**src/rtl/uart_rx_parity_if.sv**
```systemverilog
// Receive-side bundle of the UART receiver: serial line and parity select in,
// received byte with strobe and error flags out.
interface uart_rx_parity_if;
    logic       rx_in;
    logic       odd;
    logic [7:0] dout;
    logic       data_strobe;
    logic       busy;
    logic       parity_err;
    logic       frame_err;

    modport master (
        output rx_in, odd,
        input  dout, data_strobe, busy, parity_err, frame_err
    );

    modport slave (
        input  rx_in, odd,
        output dout, data_strobe, busy, parity_err, frame_err
    );
endinterface

```
**src/rtl/uart_rx_parity.sv**
```systemverilog
// UART receiver for start / 8 data LSB-first / parity / stop frames.
// Bits are sampled at mid-bit from a two-flop synchronised copy of the line.
module uart_rx_parity #(
    parameter int unsigned CLK_FREQUENCY = 100000000,
    parameter int unsigned BAUD_RATE     = 19200
) (
    input logic             clk,
    input logic             rst,
    uart_rx_parity_if.slave bus
);
    localparam int unsigned BIT_PERIOD  = CLK_FREQUENCY / BAUD_RATE;
    localparam int unsigned HALF_PERIOD = BIT_PERIOD / 2;
    localparam int unsigned TIMER_W     = (BIT_PERIOD > 2) ? $clog2(BIT_PERIOD) : 1;
    localparam logic [TIMER_W-1:0] BIT_LAST  = TIMER_W'(BIT_PERIOD - 1);
    localparam logic [TIMER_W-1:0] HALF_LAST = TIMER_W'(HALF_PERIOD - 1);

    typedef enum logic [2:0] {
        IDLE, START, DATA, PARITY, STOP, DONE, WAIT_HIGH
    } state_t;

    state_t             state;
    logic               sync1;
    logic               rx_s;
    logic [TIMER_W-1:0] timer;
    logic [2:0]         bit_cnt;
    logic [7:0]         shift;
    logic               odd_q;
    logic               rx_parity;
    logic               stop_ok;

    always_ff @(posedge clk) begin
        if (rst) begin
            sync1           <= 1'b1;
            rx_s            <= 1'b1;
            state           <= IDLE;
            timer           <= '0;
            bit_cnt         <= '0;
            shift           <= '0;
            odd_q           <= 1'b0;
            rx_parity       <= 1'b0;
            stop_ok         <= 1'b1;
            bus.dout        <= '0;
            bus.data_strobe <= 1'b0;
            bus.busy        <= 1'b0;
            bus.parity_err  <= 1'b0;
            bus.frame_err   <= 1'b0;
        end else begin
            sync1           <= bus.rx_in;
            rx_s            <= sync1;
            bus.data_strobe <= 1'b0;
            case (state)
                IDLE: begin
                    if (!rx_s) begin
                        state    <= START;
                        timer    <= '0;
                        bus.busy <= 1'b1;
                    end
                end
                START: begin
                    if (timer == HALF_LAST) begin
                        timer <= '0;
                        if (!rx_s) begin
                            odd_q <= bus.odd;
                            state <= DATA;
                        end else begin
                            state    <= IDLE;
                            bus.busy <= 1'b0;
                        end
                    end else begin
                        timer <= timer + TIMER_W'(1);
                    end
                end
                DATA: begin
                    if (timer == BIT_LAST) begin
                        timer   <= '0;
                        shift   <= {rx_s, shift[7:1]};
                        bit_cnt <= bit_cnt + 3'd1;
                        if (bit_cnt == 3'd7) state <= PARITY;
                    end else begin
                        timer <= timer + TIMER_W'(1);
                    end
                end
                PARITY: begin
                    if (timer == BIT_LAST) begin
                        timer     <= '0;
                        rx_parity <= rx_s;
                        state     <= STOP;
                    end else begin
                        timer <= timer + TIMER_W'(1);
                    end
                end
                STOP: begin
                    // Outputs load on DONE entry so the strobe is high exactly while in DONE.
                    if (timer == BIT_LAST) begin
                        timer           <= '0;
                        stop_ok         <= rx_s;
                        state           <= DONE;
                        bus.data_strobe <= 1'b1;
                        bus.dout        <= shift;
                        bus.parity_err  <= ((^shift) ^ rx_parity) != odd_q;
                        bus.frame_err   <= ~rx_s;
                    end else begin
                        timer <= timer + TIMER_W'(1);
                    end
                end
                DONE: begin
                    timer    <= '0;
                    bus.busy <= 1'b0;
                    state    <= stop_ok ? IDLE : WAIT_HIGH;
                end
                WAIT_HIGH: begin
                    if (rx_s) state <= IDLE;
                end
                default: begin
                    state    <= IDLE;
                    timer    <= '0;
                    bus.busy <= 1'b0;
                end
            endcase
        end
    end
endmodule
```
**src/flat_wrapper.sv**
```systemverilog
// flat-port wrapper written by rule: the top's interface ports become plain ports
module uart_rx_parity_flat 
#(
    parameter int unsigned CLK_FREQUENCY = 100000000,
    parameter int unsigned BAUD_RATE     = 19200
)
  (clk, rst, bus_rx_in, bus_odd, bus_dout, bus_data_strobe, bus_busy, bus_parity_err, bus_frame_err);
  uart_rx_parity_if bus_i ();
  input logic clk;
  input logic rst;
  input wire logic [$bits(bus_i.rx_in)-1:0] bus_rx_in;
  input wire logic [$bits(bus_i.odd)-1:0] bus_odd;
  output wire logic [$bits(bus_i.dout)-1:0] bus_dout;
  output wire logic [$bits(bus_i.data_strobe)-1:0] bus_data_strobe;
  output wire logic [$bits(bus_i.busy)-1:0] bus_busy;
  output wire logic [$bits(bus_i.parity_err)-1:0] bus_parity_err;
  output wire logic [$bits(bus_i.frame_err)-1:0] bus_frame_err;
  assign bus_i.rx_in = bus_rx_in;
  assign bus_i.odd = bus_odd;
  assign bus_dout = bus_i.dout;
  assign bus_data_strobe = bus_i.data_strobe;
  assign bus_busy = bus_i.busy;
  assign bus_parity_err = bus_i.parity_err;
  assign bus_frame_err = bus_i.frame_err;
  uart_rx_parity #(.CLK_FREQUENCY(CLK_FREQUENCY), .BAUD_RATE(BAUD_RATE)) u_core (.clk(clk), .rst(rst), .bus(bus_i));
endmodule
```
**config.mk**
```make
export PLATFORM = sky130hd
export DESIGN_NAME = uart_rx_parity_flat
export DESIGN_NICKNAME = d
export VERILOG_FILES = /design/src/rtl/uart_rx_parity_if.sv /design/src/rtl/uart_rx_parity.sv /design/src/flat_wrapper.sv
export SDC_FILE = /design/constraint.sdc
export NUM_CORES = 1
export LEC_CHECK = 0
export CORE_MARGIN = 5
export CORE_UTILIZATION = 62
export DETAILED_ROUTE_END_ITERATION = 16
export PLACE_DENSITY = 0.87
export RECOVER_POWER = 100
export SETUP_SLACK_MARGIN = 0.15
export SYNTH_ARGS = -nofsm -noshare
export SYNTH_HDL_FRONTEND = slang
export SYNTH_SLANG_ARGS = --single-unit
```
**constraint.sdc**
```tcl
create_clock -name clk -period 2.8 [get_ports clk]
set_input_delay 0.56 -clock clk [delete_from_list [all_inputs] [get_ports clk]]
set_output_delay 0.56 -clock clk [all_outputs]
set_load 0.005 [all_outputs]
```
### Word-level counts from Yosys, hierarchy flattened

Index checks and enable logic that the tools add are counted.

* add/sub/neg operators: 2
* reductions and logical operators: 12
* multiplexer cells: 19
* equality and inequality tests: 18
* bitwise gates (word level): 5

Operators with widths (number)
* case mux 13 bit (4 select lines): 1
* two-way mux 13 bit: 3
* two-way mux 3 bit: 8
* case mux 3 bit (7 select lines): 1
* inequality test 2 x 1 -> 1 bit (second input constant): 7
* adder 13 x 1 -> 13 bit (second input constant): 1
* == test 13 x 12 -> 1 bit (second input constant): 1
* == test 13 bit (second input constant): 1
* == test 3 bit (second input constant): 4
* AND reduction 2 bit: 4
* XOR reduction 8 bit: 1
* AND reduction 7 bit: 1
* == test 3 x 2 -> 1 bit (second input constant): 2
* two-way mux 1 bit: 4
* inverter 1 bit: 4
* AND reduction 4 bit: 1
* OR reduction 4 bit: 1
* adder 3 x 1 -> 3 bit (second input constant): 1
* == test 3 x 1 -> 1 bit (second input constant): 1
* zero test 3 bit: 1
* case mux 1 bit (3 select lines): 1
* AND reduction 3 bit: 1
* OR reduction 3 bit: 1
* two-way mux 2 bit: 1
* other kinds (4): 4

* logic and storage cells: 70
* bits in registers: 44
* output and inout bits: 12
* input bits: 4

### Logic depth before layout (Yosys ltp)

* depth in word-level cells: 4
* mapped depth: 8
* gate-level depth less buffers: 6

### Least setup slack after synthesis

No wires, ideal clock.

* kind: register to register
* start: reg u_core.timer[0]
* end: reg u_core.state[2]
* required time: 2.666 ns
* path buffers: 1
* setup slack: 1.017 ns
* arrival: 1.649 ns
* clock period less this slack: 1.783 ns
* cell stages (with the launch flop): 8
* cells stage by stage: dfxtp_1 > ha_1 > nor2b_1 > nand4_1 > a32o_2 > buf_6 > o311ai_0 > o31ai_1

* longest elaborated chain between the ends: 3

RTL lines
* start: declaration: RTL line uart_rx_parity.sv:24 `logic [TIMER_W-1:0] timer;`
* start signal: assignment: RTL line uart_rx_parity.sv:70 `timer <= timer + TIMER_W'(1);`
* start signal: assignment: RTL line uart_rx_parity.sv:80 `timer <= timer + TIMER_W'(1);`
* start signal: assignment: RTL line uart_rx_parity.sv:89 `timer <= timer + TIMER_W'(1);`
* == test 13 bit / == test 13 x 12 -> 1 bit (equally long branches)
* inequality test 2 x 1 -> 1 bit (no source line)
* AND reduction 7 bit (no source line) *
* end signal: assignment: RTL line uart_rx_parity.sv:109 `state <= stop_ok ? IDLE : WAIT_HIGH;`
* end: declaration: RTL line uart_rx_parity.sv:21 `state_t state;`

Mark *: on every way between the ends. The rest lies on a longest branch, timed or not.
A chain may end at the register's enable or synchronous reset.

### Final worst setup path

* start: reg u_core.state[2]
* end: reg u_core.timer[11]

* longest elaborated chain between the ends: 3

RTL lines
* == test 3 x 2 -> 1 bit, or another cell as far along: RTL line uart_rx_parity.sv:51 `case (state)`
* OR reduction 3 bit (no source line), or another cell as far along
* case mux 13 bit (4 select lines) / AND reduction 2 bit (equally long branches)

Several ways; a longest one is shown, not always the timed one.

==> results by stage <==
Setup path:
- STA classifies the critical path endpoint as a flop.
- The origin of the worst setup path is u_core.state[2].
- In this run the register-to-register setup slack is 490 ps.
- The count of cells along the worst register-to-register path is 5.
- Among all stages on the critical path, the largest delay is contributed by dfxtp_1.
- In this design, the stage delay of the slowest critical-path cell is 590 ps.
- The required time reported for the critical path endpoint is 3110 ps.
- By startpoint and endpoint, the worst setup path is classified as reg -> reg.
- The startpoint of the worst-slack reg-to-reg timing path is u_core.state[2].
- The worst register-to-register path ends at u_core.timer[11].
- In this run the worst setup path terminates at u_core.timer[11].
- Traced cell by cell, the critical path runs through or3b_2 > o21ai_0 > a32o_2 > or3b_2 > a31oi_1.
- The largest fanout on the critical path is 21.
- The cell that appears most often on the critical path is or3b_2.
- Data on the critical path arrives at its endpoint at 2610 ps.
- The startpoint type of the worst setup path is a flop.

Clock tree:
- The maximum clock path buffer count is 2.
- The clock tree root driver cell is clkbuf_4.
- After clock tree synthesis, the setup repair step added 0 buffers.
- The number of sinks driven by the clock tree is 44.
- Clock-pin slew was measured on the worst setup and hold paths at 140 ps.
- The total CTS buffers is 5.
- In this run the number of H-tree levels came out at 2.
- The number of hold-repair buffers added at the cts stage is 0.
- At the later pin of the worst-skew pair, clock insertion delay measures 370 ps.
- Gates resized during post-CTS repair numbered 0.
- TritonCTS built the clock tree.

Drt:
- The DRC marker count from the first detailed-route iteration is 122.
- The routed via count is 1693.
- For this run, the detailed router's first-pass iteration total came to 4.
- In the routed design, unresolved DRC markers number 0.
- The average routed wire per standard cell is 14.38 um.
- Once detail routing completed, the nets flagged for antenna violations numbered 0.
- The routed wire length is 4299 um.
- In the routed layout, each cell is associated on average with a via count of 5.662.

Logic synthesis:
- The gate count of the mapped netlist is 240.
- Among all flip-flop cells after synthesis, the most frequent one is dfxtp_1.
- Counting distinct cell types in the post-synthesis netlist gives 43.
- Synthesis produced a netlist with a net count of 247.
- The biggest area consumer among synthesized cells is dfxtp_1.
- The area fraction of the dominant cell type after synthesis is 0.4183.
- Synthesis inferred 44 register bits.
- For this run, the register share of the synthesized area comes to 0.4183.
- The number of synthesized flops with an enable pin is 0.
- The async set or reset register ratio after synthesis is 0.
- Yosys attributes the largest share of cell area to dfxtp_1, mux2i_1, nor2_1.
- After synthesis the cells add up to 2106 sq um.
- The post-synthesis average cell area is 8.774 sq um.
- For this run, the number of Yosys warnings is 0.

Finish:
- Leaving out fill and tap cells, the most frequent cell in the layout is dfxtp_1.
- The number of antenna diodes in the final layout is 0.
- In the layout the commonest cells are dfxtp_1, nor2_1, nand2_1.
- The post-route non-filler standard cell count is 299.
- Relative to the synthesized area, the layout overhead comes to 10.99%.
- Of the cells placed in the final design, the portion with a size suffix greater than 1 is 0.07115.
- The number of nets in the layout is 259.

STA:
- The final total negative setup slack is 0 ps.
- Timing would allow up to 433.5 MHz.
- The worst relative slew slack is 0.4454.
- Setup repair after global routing left no endpoint under its margin.
- The final setup violation count is 0.
- The worst clock skew is 9.930 ps.
- The final number of max-transition violations is 0.
- The number of failing hold endpoints at the final stage came to 0.
- The minimum clock period is 2307 ps.
- The transition time at the pin with the least slew margin is 831.9 ps.
- In the finished design, the share of the clock period the worst path needs comes to 0.8238.

Global routing:
- The total routing resource utilization after global routing is 0.2158.
- Summed over all layers, the global routing overflow is 0.
- The number of global-route vias before repair came to 1592.
- The maximum number of pins on one net before global-route repair is 22.
- The initial antenna violation count is 0.
- The first global-routing pass estimated 7479 um of wire.

Floorplanning:
- The die covers 4662 sq um.
- The y dimension of the die is 68.28 um.
- In this run the horizontal extent of the chip is 68.28 um.
- The initial utilization of the core area, before any placement, comes to 0.6361.
- The core region is 3311 sq um.
- The number of ports placed on the die boundary is 16.
- The number of standard-cell rows in the floorplan is 21.

Worst hold path:
- The worst hold path begins at u_core.sync1.
- The count of cells along the worst hold path is 1.
- The path class of the tightest hold or removal check is reg -> reg.

Run status:
- The flow ran to the end, and the final reports show no timing, DRC or antenna violations.

Pwr:
- The power per standard cell area is 470.6 nW/um^2.
- IR analysis of the VDD net gives a maximum drop of 0.3572 mV.
- In this run the static leakage power is 0.8161 nW.

Placement:
- The number of cells after detailed placement is 291.
- The congestion estimate from routability-driven global placement came to 0.8693.
- The number of port buffers is 15.
- Once detailed placement completed, the half-perimeter wirelength came to 2997 um.

Run:
- The number of max-cap violations is 0.
## flip-flops by register name (all words and copies together) (netlist names), 3 cells and up
signal	flops
u_core.timer	13
u_core.bus.dout	8
u_core.bit_cnt	3
u_core.state	3
u_core.shift	8
## worst min path at each step
stage	end
final	u_core.rx_s
after global placement	u_core.rx_s
after global routing	u_core.rx_s
after CTS	u_core.rx_s
after floorplan	u_core.rx_s
after detailed placement	u_core.rx_s
## power by group
part	internal (W)	leakage [nW]	switching, W
logic	0.0000199	0.419	0.0000320
clock network	0.000191	0.0418	0.000218
registers	0.000631	0.355	0.00000743
total	0.000842	0.816	0.000258
## cells by family after synthesis
logic type               Yosys count  synth area share
AO/OA/AOI/OAI                     38            0.1087
flip-flops                        44            0.4183
multiplexers                      20           0.09507
buffers and inverters             21           0.04753
adder cells (fa/ha/maj)            3           0.01783
XOR/XNOR                          14           0.05823
AND/OR/NAND/NOR                  100            0.2543
## metal layers
metal / GRT usage / wire length (um)
met5: 0 / 0
met4: 0.08933 / 80
met3: 0.06732 / 237
met2: 0.3394 / 1995
met1: 0.2718 / 1985
## Yosys cell counts (all sizes together) (2+ instances only)
cell    number
nor4bb       3
a21oi       12
nor3         4
or2          2
o311ai       3
nor3b        2
mux2i       20
and4bb       4
nor4         2
o21ai       11
nor2        35
or3          3
ha           3
clkbuf       7
nand2       22
a31oi        6
dfxtp       44
xnor2       14
nor2b        3
buf          8
nand3        9
inv          6
nand4        2
or3b         3
## worst max-delay path: cells and delay by family, from the launching register on
family	cells	cell delay (ps)
AO/OA/AOI/OAI	3	640
flip-flops	1	590
AND/OR/NAND/NOR	2	1000
## through the flow
step	cell area (sq um)	util	power (W)	setup slack, ps	hold WS (ps)
after floorplan	2106	-	0.0006884	1017	389.5
after global placement	2273	0.6867	0.0007047	605.2	391.9
after detailed placement	2273	0.6867	0.0007064	542.2	413.8
after CTS	2357	0.7120	0.001114	502.5	444.0
after global routing	2337	0.7060	0.001153	327.2	462.3
final	2337	0.7060	0.001100	493.4	445.9
## final cells by class
class / count / area [sq um]
multi-input combinational: 175 / 1112
sequential: 44 / 880.8
timing repair buffer: 20 / 180.2
clock buffer: 5 / 37.54
fill: 273 / 973.4
tap: 46 / 57.56
clock inverter: 3 / 46.29
inverter: 6 / 22.52
No activity file was read; power rests on OpenSTA's default activity.
